--- config.mk ---
export PLATFORM = sky130hd
export DESIGN_NAME = icache_direct
export DESIGN_NICKNAME = d
export VERILOG_FILES = /design/src/rtl/icache_direct.sv
export SDC_FILE = /design/constraint.sdc
export NUM_CORES = 2
export LEC_CHECK = 0
export BUFFER_PORTS_ARGS = -buffer_cell sky130_fd_sc_hd__buf_4
export CORE_ASPECT_RATIO = 0.8
export CORE_MARGIN = 2
export CORE_UTILIZATION = 55
export DETAILED_ROUTE_END_ITERATION = 10
export HOLD_SLACK_MARGIN = 0.1
export PLACE_DENSITY = 0.73
export SYNTH_ARGS = -nofsm -noshare
export SYNTH_HDL_FRONTEND = slang
export SYNTH_MEMORY_MAX_BITS = 65536
export SYNTH_SLANG_ARGS = --single-unit
--- constraint.sdc ---
create_clock -name clk -period 3.95 [get_ports clk]
set_input_delay 0.1975 -clock clk [delete_from_list [all_inputs] [get_ports clk]]
set_output_delay 0.1975 -clock clk [all_outputs]
set_load 0.05 [all_outputs]
--- src/rtl/icache_direct.sv ---
// Direct-mapped read-only instruction cache for the fetch stage.
// Hits return combinationally; misses refill a whole line, one word per beat.
module icache_direct #(
    parameter int unsigned NUM_SETS     = 32,
    parameter int unsigned LINE_WORDS   = 4,
    parameter logic [31:0] RESET_VECTOR = 32'hBFC00000
) (
    input  logic        clk,
    input  logic        rst,
    input  logic [31:0] pc,
    input  logic        inv_all,
    output logic [31:0] instr,
    output logic        stall,
    output logic        mem_req,
    output logic [31:0] mem_addr,
    input  logic        mem_valid,
    input  logic [31:0] mem_rdata
);

    localparam int unsigned OFF   = $clog2(LINE_WORDS);
    localparam int unsigned IDX   = $clog2(NUM_SETS);
    localparam int unsigned TAGW  = 32 - OFF - IDX - 2;
    localparam int unsigned LINEW = 32 - OFF - 2;
    localparam logic [31:0] NOP   = 32'h00000013;

    typedef enum logic {
        S_IDLE,
        S_REFILL
    } state_e;

    state_e              state_q, state_d;
    logic [OFF-1:0]      beat_q, beat_d;
    logic [LINEW-1:0]    miss_q, miss_d;
    logic                inv_pend_q, inv_pend_d;
    logic [NUM_SETS-1:0] valid_q, valid_d;

    logic [TAGW-1:0]     tag_arr  [NUM_SETS];
    logic [31:0]         data_arr [NUM_SETS][LINE_WORDS];

    logic [OFF-1:0]      pc_word;
    logic [IDX-1:0]      pc_idx;
    logic [TAGW-1:0]     pc_tag;
    logic [IDX-1:0]      miss_idx;
    logic [TAGW-1:0]     miss_tag;
    logic                hit;
    logic                refill;
    logic                last_beat;
    logic                unused_ok;

    assign pc_word  = pc[OFF+1:2];
    assign pc_idx   = pc[OFF+IDX+1:OFF+2];
    assign pc_tag   = pc[31:OFF+IDX+2];
    assign miss_idx = miss_q[IDX-1:0];
    assign miss_tag = miss_q[LINEW-1:IDX];

    // Byte offset bits and the reset vector play no part in the lookup.
    assign unused_ok = ^{pc[1:0], RESET_VECTOR};

    assign refill    = (state_q == S_REFILL);
    assign last_beat = refill && mem_valid &&
                       (beat_q == OFF'(LINE_WORDS - 1));

    assign hit = !rst && (state_q == S_IDLE) && valid_q[pc_idx] &&
                 (tag_arr[pc_idx] == pc_tag);

    assign instr    = hit ? data_arr[pc_idx][pc_word] : NOP;
    assign stall    = !rst && !hit;
    assign mem_req  = refill;
    assign mem_addr = refill ? {miss_q, {(OFF + 2){1'b0}}} : 32'h0;

    always_comb begin
        state_d    = state_q;
        beat_d     = beat_q;
        miss_d     = miss_q;
        inv_pend_d = inv_pend_q;
        valid_d    = valid_q;
        unique case (state_q)
            S_IDLE: begin
                if (inv_all) valid_d = '0;
                if (!hit) begin
                    miss_d  = {pc_tag, pc_idx};
                    beat_d  = '0;
                    state_d = S_REFILL;
                end
            end
            S_REFILL: begin
                if (inv_all) begin
                    valid_d    = '0;
                    inv_pend_d = 1'b1;
                end
                if (mem_valid) beat_d = beat_q + 1'b1;
                // An invalidate seen at any point during the refill poisons the line.
                if (last_beat) begin
                    valid_d[miss_idx] = !inv_pend_q && !inv_all;
                    inv_pend_d        = 1'b0;
                    state_d           = S_IDLE;
                end
            end
            default: ;
        endcase
    end

    always_ff @(posedge clk or posedge rst) begin
        if (rst) begin
            state_q    <= S_IDLE;
            beat_q     <= '0;
            miss_q     <= '0;
            inv_pend_q <= 1'b0;
            valid_q    <= '0;
        end else begin
            state_q    <= state_d;
            beat_q     <= beat_d;
            miss_q     <= miss_d;
            inv_pend_q <= inv_pend_d;
            valid_q    <= valid_d;
        end
    end

    always_ff @(posedge clk) begin
        if (refill && mem_valid) data_arr[miss_idx][beat_q] <= mem_rdata;
        if (last_beat) tag_arr[miss_idx] <= miss_tag;
    end

endmodule

==> impl_metrics.csv <==
group,metric,value,unit
outcome,outcome,"finished with violations",
outcome,violations,"setup timing",
floorplan,rows,191,
floorplan,die_w,658,µm
final_layout,syn_to_final_growth,14.2,%
critical_path,start_kind,"register",
critical_path,endpoint_kind,"output pin",
sta,fin_crit,4550,ps
sta,clock_skew,46.5,ps
logic_synthesis,synth_top_family_by_area,"multiplexers",
logic_synthesis,synthArstFlopShare,1.31,%
detailed_routing,dr.pass1.iters,7,
critical_path,path_max_fanout,16,
logic_synthesis,yosys.area_share.simple,1.03,%
power_and_ir_drop,ir_worst_vdd,445,µV
placement,gp_congestion,0.878,
detailed_routing,ant_nets,0,
critical_path,cp_slowest_cell,"mux4_2",
sta,slew_viol_final,0,
grt,grt_max_degree,101,
final_layout,final_nets,8542,
detailed_routing,drt_iter0_drc,16000,
detailed_routing,wl_per_cell,38.2,µm
logic_synthesis,syn_avg_cell_area,24.4,µm²
logic_synthesis,ys_seq_area_share,78.0,%
logic_synthesis,muxShareOfSynthArea,19.0,%
logic_synthesis,ys_ff_latch,4896,
logic_synthesis,synth_compound_area_share,0.750,%
logic_synthesis,syn_inst,7709,
power_and_ir_drop,p_per_area,521,nW/µm²
clock_tree,clockRootBuffer,"clkbuf_16",
power_and_ir_drop,p_leak,67.4,nW
logic_synthesis,synth_fa_ha_area_share,0.0266,%
sta,rsz0062_at_grt,"yes",
floorplan,pin_count,134,
critical_path,path_cells,"mux4_2 > mux4_2 > and2_4 > or3_4 > a21oi_4 > nand4_1 > nor3_4 > nand3_2 > buf_12 > buf_12 > nor2_4 > buf_8",
grt,grt_usage,29.3,%
clock_tree,cts_buffers,436,
sta,holdWs,144,ps
placement,place_hpwl,271,mm
sta,max_freq,220,MHz
min_path,hold_path_class,"in2reg",
floorplan,die-height,527,µm
floorplan,die_area,346000,µm²
critical_path,cpPeakStageDelay,490,ps
logic_synthesis,synth_ff_type,"edfxtp_1",
critical_path,crit_type,"reg2out",
logic_synthesis,synth_xor_area_share,0.0746,%
floorplan,initial_core_util,55.4,%
critical_path,cp.arrival,4350,ps
logic_synthesis,synth.distinct_cells,69,
grt,first_global_vias,91500,
detailed_routing,drc,0,
detailed_routing,wl,510,mm
logic_synthesis,syn_area,188000,µm²
critical_path,crit_buf_inv,3,
sta,fin_ws,-600,ps
detailed_routing,vias,91600,
clock_tree,clk_path_buf_depth,4,
critical_path,path_delay_family,"simple AND/OR/NAND/NOR gates",
critical_path,required,3750,ps
sta,tightest_slew,1400,ps
grt,antenna_found_initial,36,
grt,grt_remaining_overflow,0,
sta,setup_violations,61,
logic_synthesis,synth_warnings,0,
detailed_routing,viasPerCell,6.85,
final_layout,final_common_cell,"edfxtp_1",
final_layout,layout_common_cells,"edfxtp_1 (4,832), mux4_2 (1,450), buf_4 (485), clkbuf_16 (446), mux2i_1 (229)",
clock_tree,clkSinkCount,4896,
flow_run,drv_cap,0,
placement,port_buffers,127,
sta,hold_violations,0,
clock_tree,h-tree-depth,5,
clock_tree,cts_tree,"done",
logic_synthesis,synth-edff-count,4832,
floorplan,core_area,339000,µm²
power_and_ir_drop,power.total,112,mW
clock_tree,insertion_delay,920,ps
sta,slew_headroom,6.84,%
sta,fin_crit_sh,115,%
placement,place_ws,-419,ps
final_layout,drive_gt1_share,33.5,%
grt,grt_pass1_wl,708,mm
clock_tree,path_clk_slew,60,ps
[tightest hold or removal path, stage by stage]
cell           delay (ps)
dlygate4sd3_1         530
buf_4                 160
mux2_4                150
[flip-flops by register name, summed over array words and instances, names as in the netlist]
signal and flops:
tag_arr 736, data_arr 4096, beat_q 2, mem_req 1, inv_pend_q 1, miss_q 28, valid_q 32
[cells by family (layout without fill, tap and decap cells)]
kind of cell,after synthesis,after routing
buffers and inverters,434,1548
AND/OR/NAND/NOR,428,428
adder cells (fa/ha/maj),4,4
flip-flops,4896,4896
AO/OA/AOI/OAI,190,190
other,1,14
multiplexers,1740,1740
XOR/XNOR,16,16
[cell usage after synthesis (all sizes together), types with 9 or more instances]
| cell | n | share of area (%) |
|---|---|---|
| edfxtp | 4832 | 77 |
| mux4 | 1450 | 17 |
| buf | 248 | 0.70 |
| mux2i | 229 | 1.2 |
| nor2 | 218 | 0.44 |
| clkbuf | 173 | 0.35 |
| nand2 | 79 | 0.16 |
| dfrtp | 64 | 0.85 |
| mux2 | 61 | 0.41 |
| a22oi | 39 | 0.16 |
| and2 | 38 | 0.13 |
| a211oi | 34 | 0.14 |
| nand3 | 28 | 0.075 |
| a21oi | 26 | 0.069 |
| o21ai | 16 | 0.049 |
| nor2b | 15 | 0.050 |
| a221oi | 13 | 0.064 |
| inv | 11 | 0.022 |
| a32oi | 10 | 0.047 |
| nand4 | 9 | 0.030 |
| xor2 | 9 | 0.042 |
[area by class of cell]
type	count	area (µm²)
tap	4535	5670
clock buffer	525	11500
clock inverter	269	2420
multi-input combinational	2382	40500
sequential	4896	147000
antenna	10	25.0
inverter	13	63.8
fill	21300	125000
timing repair buffer	741	7720
[metal layers]
layer	global-route usage (%)	part of all wire (%)
met5	0	0.025
met4	10.7	4.3
met3	7.42	14
met2	45.8	47
met1	40.8	35
[worst paths after layout]
path / start / cells past startpoint / end / slack (ps)
setup / recovery: tag_arr[15][6]$_DFFE_PP_ / 12 / instr[6] / -600
hold / removal: pc[9] / 3 / miss_q[5]$_DFFE_PP0P_ / 140
setup reg to reg: tag_arr[15][6]$_DFFE_PP_ / 12 / miss_q[22]$_DFFE_PP0P_ / -260
hold reg to reg: valid_q[3]$_DFF_PP0_ / 2 / valid_q[3]$_DFF_PP0_ / 570
max in group asynchronous: rst / 5 / mem_req$_DFF_PP0_ / 2270
min in group asynchronous: rst / 4 / miss_q[13]$_DFFE_PP0P_ / 680
[power breakdown]
group | switching [mW] | total [mW] | internal, mW | leakage, nW
sequential | 1.42 | 60.8 | 59.3 | 44.3
combinational | 5.92 | 9.21 | 3.30 | 16.3
clock | 18.6 | 41.9 | 23.4 | 6.78
total | 25.9 | 112 | 86.0 | 67.4
[stage by stage]
| stage | std cells | util, % | cell area, µm² | TNS (ps) |
|---|---|---|---|---|
| after floorplan | 7712 | - | 188000 | -462270 |
| after global placement | 12500 | 58.7 | 199000 | -20210 |
| after detailed placement | 12500 | 58.7 | 199000 | -20790 |
| after CTS | 13400 | 63.2 | 214000 | -18000 |
| after global routing | 13400 | 63.2 | 215000 | -33160 |
| final | 13400 | 63.2 | 215000 | -24610 |
[what timing repair did]
| item | 4_1_cts | 5_1_grt |
|---|---|---|
| setup endpoints to repair | 61 | 56 |
| buffers inserted | 6 | 6 |
| hold buffers | 81 | 0 |
| pin swaps | 3 | 9 |
| hold endpoints to repair | 2516 | 0 |
| cloned | 0 | 3 |
| gates resized for setup | 76 | 38 |
Power figures use the tool's default switching activity.
